File: src/rtl/alu_arbiter_if.sv
// rtl/alu_arbiter_if.sv - request/response and ALU signal bundle for alu_arbiter
// master = requesters + ALU side, slave = the arbiter itself.
interface alu_arbiter_if #(
  parameter int NUM_REQ = 2,
  parameter int DATA_W  = 32
);
  logic [NUM_REQ-1:0]        ReqValid;
  logic [NUM_REQ-1:0]        ReqReady;
  logic [NUM_REQ*DATA_W-1:0] ReqArg1;
  logic [NUM_REQ*DATA_W-1:0] ReqArg2;
  logic [NUM_REQ*4-1:0]      ReqOp;
  logic [NUM_REQ-1:0]        RspValid;
  logic [NUM_REQ-1:0]        RspReady;
  logic [DATA_W-1:0]         RspResult;
  logic [2:0]                RspGES;
  logic [DATA_W-1:0]         Arg1;
  logic [DATA_W-1:0]         Arg2;
  logic [3:0]                ALU_Control;
  logic [DATA_W-1:0]         ALUResult;
  logic [2:0]                GES;

  modport master (
    output ReqValid, ReqArg1, ReqArg2, ReqOp, RspReady, ALUResult, GES,
    input  ReqReady, RspValid, RspResult, RspGES, Arg1, Arg2, ALU_Control
  );

  modport slave (
    input  ReqValid, ReqArg1, ReqArg2, ReqOp, RspReady, ALUResult, GES,
    output ReqReady, RspValid, RspResult, RspGES, Arg1, Arg2, ALU_Control
  );
endinterface

File: src/rtl/alu_arbiter.sv
// rtl/alu_arbiter.sv - round-robin sequencer sharing one combinational ALU between requesters
// Optional ALU_ARB_FIXED_PRIO_EN: fixed lowest-index priority instead of round-robin.
module alu_arbiter #(
  parameter int NUM_REQ = 2,
  parameter int DATA_W  = 32
) (
  input logic         clk,
  input logic         rst_n,
  alu_arbiter_if.slave bus
);
  localparam int IDX_W = (NUM_REQ > 1) ? $clog2(NUM_REQ) : 1;

  typedef enum logic [1:0] {
    IDLE = 2'd0,
    EXEC = 2'd1,
    RESP = 2'd2
  } state_t;

  state_t             state_q, state_d;
  logic [IDX_W-1:0]   grant_q, grant_d;
  logic [IDX_W-1:0]   winner;
  logic               any_req;
  logic [DATA_W-1:0]  arg1_q, arg1_d;
  logic [DATA_W-1:0]  arg2_q, arg2_d;
  logic [3:0]         op_q, op_d;
  logic [DATA_W-1:0]  result_q, result_d;
  logic [2:0]         ges_q, ges_d;
  logic               is_cmp;
  logic               is_undef;

`ifdef ALU_ARB_FIXED_PRIO_EN
  logic [IDX_W-1:0] cand_idx;

  always_comb begin
    winner   = '0;
    any_req  = 1'b0;
    cand_idx = '0;
    for (int k = 0; k < NUM_REQ; k++) begin
      cand_idx = IDX_W'(k);
      if (bus.ReqValid[cand_idx] && !any_req) begin
        winner  = cand_idx;
        any_req = 1'b1;
      end
    end
  end
`else
  logic [IDX_W-1:0] last_grant_q, last_grant_d;
  logic [IDX_W-1:0] cand_idx;
  int               cand;

  // Search starts just after the last served requester and wraps around.
  always_comb begin
    winner   = '0;
    any_req  = 1'b0;
    cand     = 0;
    cand_idx = '0;
    for (int k = 1; k <= NUM_REQ; k++) begin
      cand     = (int'(last_grant_q) + k) % NUM_REQ;
      cand_idx = IDX_W'(cand);
      if (bus.ReqValid[cand_idx] && !any_req) begin
        winner  = cand_idx;
        any_req = 1'b1;
      end
    end
  end

  always_comb begin
    last_grant_d = last_grant_q;
    if (state_q == RESP && bus.RspReady[grant_q]) begin
      last_grant_d = grant_q;
    end
  end

  always_ff @(posedge clk or negedge rst_n) begin
    if (!rst_n) begin
      last_grant_q <= IDX_W'(NUM_REQ - 1);
    end else begin
      last_grant_q <= last_grant_d;
    end
  end
`endif

  assign is_cmp   = (op_q == 4'b1000) || (op_q == 4'b1001);
  assign is_undef = (op_q >= 4'b1010);

  always_comb begin
    state_d      = state_q;
    grant_d      = grant_q;
    arg1_d       = arg1_q;
    arg2_d       = arg2_q;
    op_d         = op_q;
    result_d     = result_q;
    ges_d        = ges_q;
    bus.ReqReady = '0;
    bus.RspValid = '0;
    unique case (state_q)
      IDLE: begin
        // rst_n gate keeps ReqReady low while reset is held with requests pending.
        if (any_req && rst_n) begin
          bus.ReqReady[winner] = 1'b1;
          grant_d              = winner;
          arg1_d               = bus.ReqArg1[int'(winner)*DATA_W +: DATA_W];
          arg2_d               = bus.ReqArg2[int'(winner)*DATA_W +: DATA_W];
          op_d                 = bus.ReqOp[int'(winner)*4 +: 4];
          state_d              = EXEC;
        end
      end
      EXEC: begin
        result_d = (is_cmp || is_undef) ? '0 : bus.ALUResult;
        ges_d    = is_cmp ? bus.GES : 3'b000;
        state_d  = RESP;
      end
      RESP: begin
        bus.RspValid[grant_q] = 1'b1;
        if (bus.RspReady[grant_q]) begin
          state_d = IDLE;
        end
      end
      default: state_d = IDLE;
    endcase
  end

  always_ff @(posedge clk or negedge rst_n) begin
    if (!rst_n) begin
      state_q  <= IDLE;
      grant_q  <= '0;
      arg1_q   <= '0;
      arg2_q   <= '0;
      op_q     <= '0;
      result_q <= '0;
      ges_q    <= '0;
    end else begin
      state_q  <= state_d;
      grant_q  <= grant_d;
      arg1_q   <= arg1_d;
      arg2_q   <= arg2_d;
      op_q     <= op_d;
      result_q <= result_d;
      ges_q    <= ges_d;
    end
  end

  assign bus.Arg1        = arg1_q;
  assign bus.Arg2        = arg2_q;
  assign bus.ALU_Control = op_q;
  assign bus.RspResult   = result_q;
  assign bus.RspGES      = ges_q;
endmodule
File: src/flat_wrapper.sv
// flat-port wrapper written by rule: the top's interface ports become plain ports
module alu_arbiter_flat 
#(
  parameter int NUM_REQ = 2,
  parameter int DATA_W  = 32
)
  (clk, rst_n, bus_ReqValid, bus_ReqArg1, bus_ReqArg2, bus_ReqOp, bus_RspReady, bus_ALUResult, bus_GES, bus_ReqReady, bus_RspValid, bus_RspResult, bus_RspGES, bus_Arg1, bus_Arg2, bus_ALU_Control);
  alu_arbiter_if #(.NUM_REQ(NUM_REQ), .DATA_W(DATA_W)) bus_i ();
  input logic clk;
  input logic rst_n;
  input wire logic [$bits(bus_i.ReqValid)-1:0] bus_ReqValid;
  input wire logic [$bits(bus_i.ReqArg1)-1:0] bus_ReqArg1;
  input wire logic [$bits(bus_i.ReqArg2)-1:0] bus_ReqArg2;
  input wire logic [$bits(bus_i.ReqOp)-1:0] bus_ReqOp;
  input wire logic [$bits(bus_i.RspReady)-1:0] bus_RspReady;
  input wire logic [$bits(bus_i.ALUResult)-1:0] bus_ALUResult;
  input wire logic [$bits(bus_i.GES)-1:0] bus_GES;
  output wire logic [$bits(bus_i.ReqReady)-1:0] bus_ReqReady;
  output wire logic [$bits(bus_i.RspValid)-1:0] bus_RspValid;
  output wire logic [$bits(bus_i.RspResult)-1:0] bus_RspResult;
  output wire logic [$bits(bus_i.RspGES)-1:0] bus_RspGES;
  output wire logic [$bits(bus_i.Arg1)-1:0] bus_Arg1;
  output wire logic [$bits(bus_i.Arg2)-1:0] bus_Arg2;
  output wire logic [$bits(bus_i.ALU_Control)-1:0] bus_ALU_Control;
  assign bus_i.ReqValid = bus_ReqValid;
  assign bus_i.ReqArg1 = bus_ReqArg1;
  assign bus_i.ReqArg2 = bus_ReqArg2;
  assign bus_i.ReqOp = bus_ReqOp;
  assign bus_i.RspReady = bus_RspReady;
  assign bus_i.ALUResult = bus_ALUResult;
  assign bus_i.GES = bus_GES;
  assign bus_ReqReady = bus_i.ReqReady;
  assign bus_RspValid = bus_i.RspValid;
  assign bus_RspResult = bus_i.RspResult;
  assign bus_RspGES = bus_i.RspGES;
  assign bus_Arg1 = bus_i.Arg1;
  assign bus_Arg2 = bus_i.Arg2;
  assign bus_ALU_Control = bus_i.ALU_Control;
  alu_arbiter #(.NUM_REQ(NUM_REQ), .DATA_W(DATA_W)) u_core (.clk(clk), .rst_n(rst_n), .bus(bus_i));
endmodule
File: config.mk
export PLATFORM = sky130hd
export DESIGN_NAME = alu_arbiter_flat
export DESIGN_NICKNAME = d
export VERILOG_FILES = /design/src/rtl/alu_arbiter_if.sv /design/src/rtl/alu_arbiter.sv /design/src/flat_wrapper.sv
export SDC_FILE = /design/constraint.sdc
export NUM_CORES = 1
export LEC_CHECK = 0
export CORE_UTILIZATION = 35
export CTS_CLUSTER_DIAMETER = 150
export DETAILED_ROUTE_END_ITERATION = 8
export PLACE_DENSITY = 0.78
export SLEW_MARGIN = 10
export SYNTH_ARGS = -nofsm -noshare
export SYNTH_HDL_FRONTEND = slang
export SYNTH_SLANG_ARGS = --single-unit
File: constraint.sdc
create_clock -name clk -period 1.69 [get_ports clk]
set_input_delay 0.4225 -clock clk [delete_from_list [all_inputs] [get_ports clk]]
set_output_delay 0.4225 -clock clk [all_outputs]
set_load 0.1 [all_outputs]
==> results <==
- The TritonCTS clock tree is yes.
- The critical path class is reg2out.
- The area share of the leading cell type in the synthesized netlist is 0.5435.
- The later pin in the worst-skew pair is clocked with a latency of 0.35 ns.
- The effective utilization at floorplan is 0.3642.
- The overall via count from detail_route is between 5,000 and 6,000.
- After routing the design area is around 9500 sq um.
- The number of nets in the finished design is 939.
- Data on the critical path is required at its endpoint by approximately 1.3 ns.
- The count of buffers added on input and output ports is 283.
- The die covers around 14,000 sq um.
- For this run the aggregate overflow at the end of global routing stands at 0.
- The clock tree buffer depth is 2.
- Routability-driven placement finished with a final weighted congestion of about 0.84.
- The actual slew at the worst max-slew pin is 1.017 ns.
- The instance count after placement with tap cells included is 922.
- The count of flip-flops with a built-in enable after synthesis is 0.
- For this run, the leading register cell type out of synthesis is sky130_fd_sc_hd__dfrtp_1.
- The HPWL after detailed placement is between 10,000 and 15,000 microns.
- The final clock period utilization by the worst path is 1.192.
- When the netlist entered floorplanning its net count stood at 665.
- The area of placed instances is around 9000 sq um.
- The share of cells above drive strength 1 is 0.2360.
- The I/O pin count is ~280.
- The largest single stage delay on the critical path is slightly above 0.4 ns.
- For this block, the routed nets add up to between 15,000 and 20,000 microns of wire.
- The first global-routing pass estimated ~28,000 microns of wire.
- The worst register-to-register path ends at u_core.bus.Arg1[23].
- Setup repair after global routing could not meet its margin everywhere.
- The number of cells on the worst reg-to-reg path is 5.
- The type of origin of the critical path is a flip-flop.
- Sorting the synthesized cells by how often they occur yields sky130_fd_sc_hd__nand2_1 (109), sky130_fd_sc_hd__dfrtp_1 (106), sky130_fd_sc_hd__a221o_1 (68).
- The fill cell instance count of the final layout is just over 900.
- The number of DRC markers after the initial detailed-route iteration is 284.
- The final reports fail on setup timing.
- By area the synthesized netlist is led by sky130_fd_sc_hd__dfrtp_1 (54%), sky130_fd_sc_hd__a221o_1 (14%), sky130_fd_sc_hd__nand2_1 (8.4%).
- The remaining antenna violation count is 0.
- The clock input transition at the sequential cells of the worst setup and hold paths is approximately 0.080 ns.
- In the post-synthesis netlist, the cell with the most instances is sky130_fd_sc_hd__nand2_1.
- The arrival time of data at the critical path endpoint is approximately 1.6 ns.
- The async set or reset register ratio after synthesis is 1.000.
- Prior to clock tree synthesis, the placed netlist has a worst setup slack of -0.3650 ns.
- The run finished, with violations left.
- The setup slack of the critical path after layout is -0.3244 ns.
- The total area inside the core boundary comes to 13,400 sq um.
- The number of antenna diodes is 0.
- The area growth from synthesis to layout is 94.36%.
- In this run the core area contains 42 standard-cell rows.
- The count of final max-slew check failures is 0.
- The number of max-cap violations is 0.
- The slowest library cell on the worst path is sky130_fd_sc_hd__or3b_4.
- The count of cells in the finished layout, fillers not included, comes to approximately 940.
- The largest net degree at the start of global routing is 82.
- Synthesis inferred about 110 register bits.
- The height of the chip is about 120 microns.
- Counting every sink on the clock net gives 107.
- The final count of hold timing violations is 0.
- The path category of the worst min-delay check is in2async.
- In this run the horizontal extent of the chip is 120.1 microns.
- Across every metal layer, demand over resource in global routing totals 0.2476.
- The setup check on the worst reg-to-reg path leaves a slack of -0.04 ns.
- The portion of the post-synthesis area used by sequential elements is 0.5488.
- The worst relative slew slack is 0.3218.
- For this run, design rule violations remaining after detail routing come to 0.
- TritonCTS created 9 clock buffers.
- In this run the worst path has a maximum fanout of 2.
- The number of global-route vias before repair is 5,146.
- The worst setup path is captured at a primary output.
- The number of instances in the synthesized netlist is approximately 500.
- In this run the critical register-to-register path is launched from u_core.state_q[1].
- For this run, the number of Yosys warnings is 0.
- The smallest clock period supported by the final layout is computed as just over 2 ns.
- The achievable frequency is 496.4 MHz.
- The count of different cell masters after synthesis is 23.
- The number of detailed-route iterations in the first pass is 5.
- The number of antenna violations at the first check in global routing is 0.
- The cell area that synthesis handed to floorplanning was 4881 sq um.
- In this run the number of H-tree levels came out at 3.
- Traced cell by cell, the critical path runs through or3b_4 > nor3b_4 > buf_12.
- The cell at the root of the clock tree is sky130_fd_sc_hd__clkbuf_16.
- The final count of negative-setup-slack endpoints is 25.
- The via-per-instance ratio is roughly 5.3.
- Dividing the synthesized area by the synthesized cell count gives 10.00 sq um.
- The per-cell routed wire length is between 15 and 20 microns.
- For the final database, setup skew stands at approximately 0.0074 ns.
- sky130_fd_sc_hd__dfrtp_1 takes more of the synthesized area than any other cell.
[cell families (layout without fill, tap and decap cells)]
family,after synthesis,in the layout,synth area share
and+or+nand+nor,221,221,0.2197
AOI/OAI and AO/OA,108,108,0.1812
DFF,107,107,0.5488
buffers and inverters,51,330,0.04794
muxes,1,1,0.002307
[metal layers]
layer | global-route usage | vias up | share of wire
met5 | 0 | - | 0
met4 | 0.09219 | 0 | 0.029
met3 | 0.06749 | 36 | 0.076
met2 | 0.4325 | 254 | 0.51
met1 | 0.2878 | 2432 | 0.38
li1 | - | 2300 | -
[through the flow]
| stage | util | hold WS [ns] | TNS, ns |
|---|---|---|---|
| floorplan | - | 0.1269 | -1.323 |
| global placement | 0.6750 | 0.5133 | -17.72 |
| detailed placement | 0.6750 | 0.5351 | -23.63 |
| CTS | 0.7019 | 0.1901 | -0.9741 |
| global route | 0.7079 | 0.2026 | -4.170 |
| finish | 0.7079 | 0.1826 | -1.032 |
[how the worst max path moves through the flow]
| stage | from | to | depth (start not counted) |
|---|---|---|---|
| after global routing | u_core.state_q[1] | bus_ReqReady[0] | 3 |
| after floorplan | u_core.state_q[0] | bus_ReqReady[0] | 5 |
| after detailed placement | bus_ReqValid[1] | u_core.bus.Arg2[2] | 5 |
| after CTS | u_core.state_q[1] | bus_ReqReady[0] | 3 |
| final | u_core.state_q[1] | bus_ReqReady[0] | 3 |
| after global placement | bus_ReqValid[1] | bus_ReqReady[1] | 3 |
[flip-flops by register name (all words and copies together) (netlist names)]
register	flops
u_core.bus.ALU_Control	4
u_core.state_q	2
u_core.bus.Arg1	32
u_core.grant_q	1
u_core.bus.Arg2	32
u_core.bus.RspGES	3
u_core.bus.RspResult	32
u_core.last_grant_q	1
[final cells by class]
class / instances / area (sq um) / share of cell area
repair buffers: 312 / 4203 / 0.4430
flip-flops and latches: 107 / 2679 / 0.2824
multi-input cells: 330 / 2067 / 0.2179
clock buffers: 10 / 239.0 / 0.02519
well taps: 176 / 220.2 / 0.02321
clock inverters: 6 / 71.32 / 0.007518
inverters: 2 / 7.507 / 0.0007913
[layout by cell type (no fill, tap or decap)]
cell type	netlist	final
sky130_fd_sc_hd__clkbuf_16	0	10
sky130_fd_sc_hd__a221o_1	68	68
sky130_fd_sc_hd__buf_16	0	1
sky130_fd_sc_hd__nor2b_4	0	1
sky130_fd_sc_hd__clkinvlp_4	0	2
sky130_fd_sc_hd__nor2_4	0	2
sky130_fd_sc_hd__clkdlybuf4s50_1	0	173
sky130_fd_sc_hd__nand2b_4	0	1
sky130_fd_sc_hd__dlygate4sd2_1	0	1
sky130_fd_sc_hd__inv_1	2	2
sky130_fd_sc_hd__nor3_1	59	53
sky130_fd_sc_hd__buf_4	0	21
sky130_fd_sc_hd__buf_6	4	4
sky130_fd_sc_hd__dfrtp_1	106	106
sky130_fd_sc_hd__nand2_1	109	109
sky130_fd_sc_hd__buf_2	10	1
sky130_fd_sc_hd__a21oi_1	2	2
sky130_fd_sc_hd__nor3b_4	0	2
sky130_fd_sc_hd__inv_6	0	2
sky130_fd_sc_hd__nor3_2	9	15
sky130_fd_sc_hd__clkbuf_8	0	1
sky130_fd_sc_hd__buf_12	0	110
sky130_fd_sc_hd__o21ai_4	0	1
sky130_fd_sc_hd__nor2b_1	3	2
sky130_fd_sc_hd__nor2_1	3	1
sky130_fd_sc_hd__o21ai_0	36	36
sky130_fd_sc_hd__and3_4	0	1
sky130_fd_sc_hd__o2bb2ai_1	1	1
sky130_fd_sc_hd__nand2b_1	34	32
sky130_fd_sc_hd__dfstp_2	1	1
sky130_fd_sc_hd__nand2b_2	0	1
sky130_fd_sc_hd__bufinv_16	0	1
sky130_fd_sc_hd__mux2_2	1	1
sky130_fd_sc_hd__or3b_4	0	1
sky130_fd_sc_hd__clkinv_4	0	1
[critical path: cells and delay by family (launching register included)]
kind	cells	cell delay, ns
buffers and inverters	1	0.21
flip-flops	1	0.38
AND/OR/NAND/NOR	2	0.65
[what timing repair did]
item	in CTS	in global routing
setup endpoints to repair	59	72
cloned	0	1
setup buffers	3	1
hold endpoints to repair	0	0
hold buffers	0	0
resized for setup	8	10
pin swaps	4	2
Power is not shown: default switching activity piles up to over one toggle a cycle in this logic, so the estimate is an artifact.
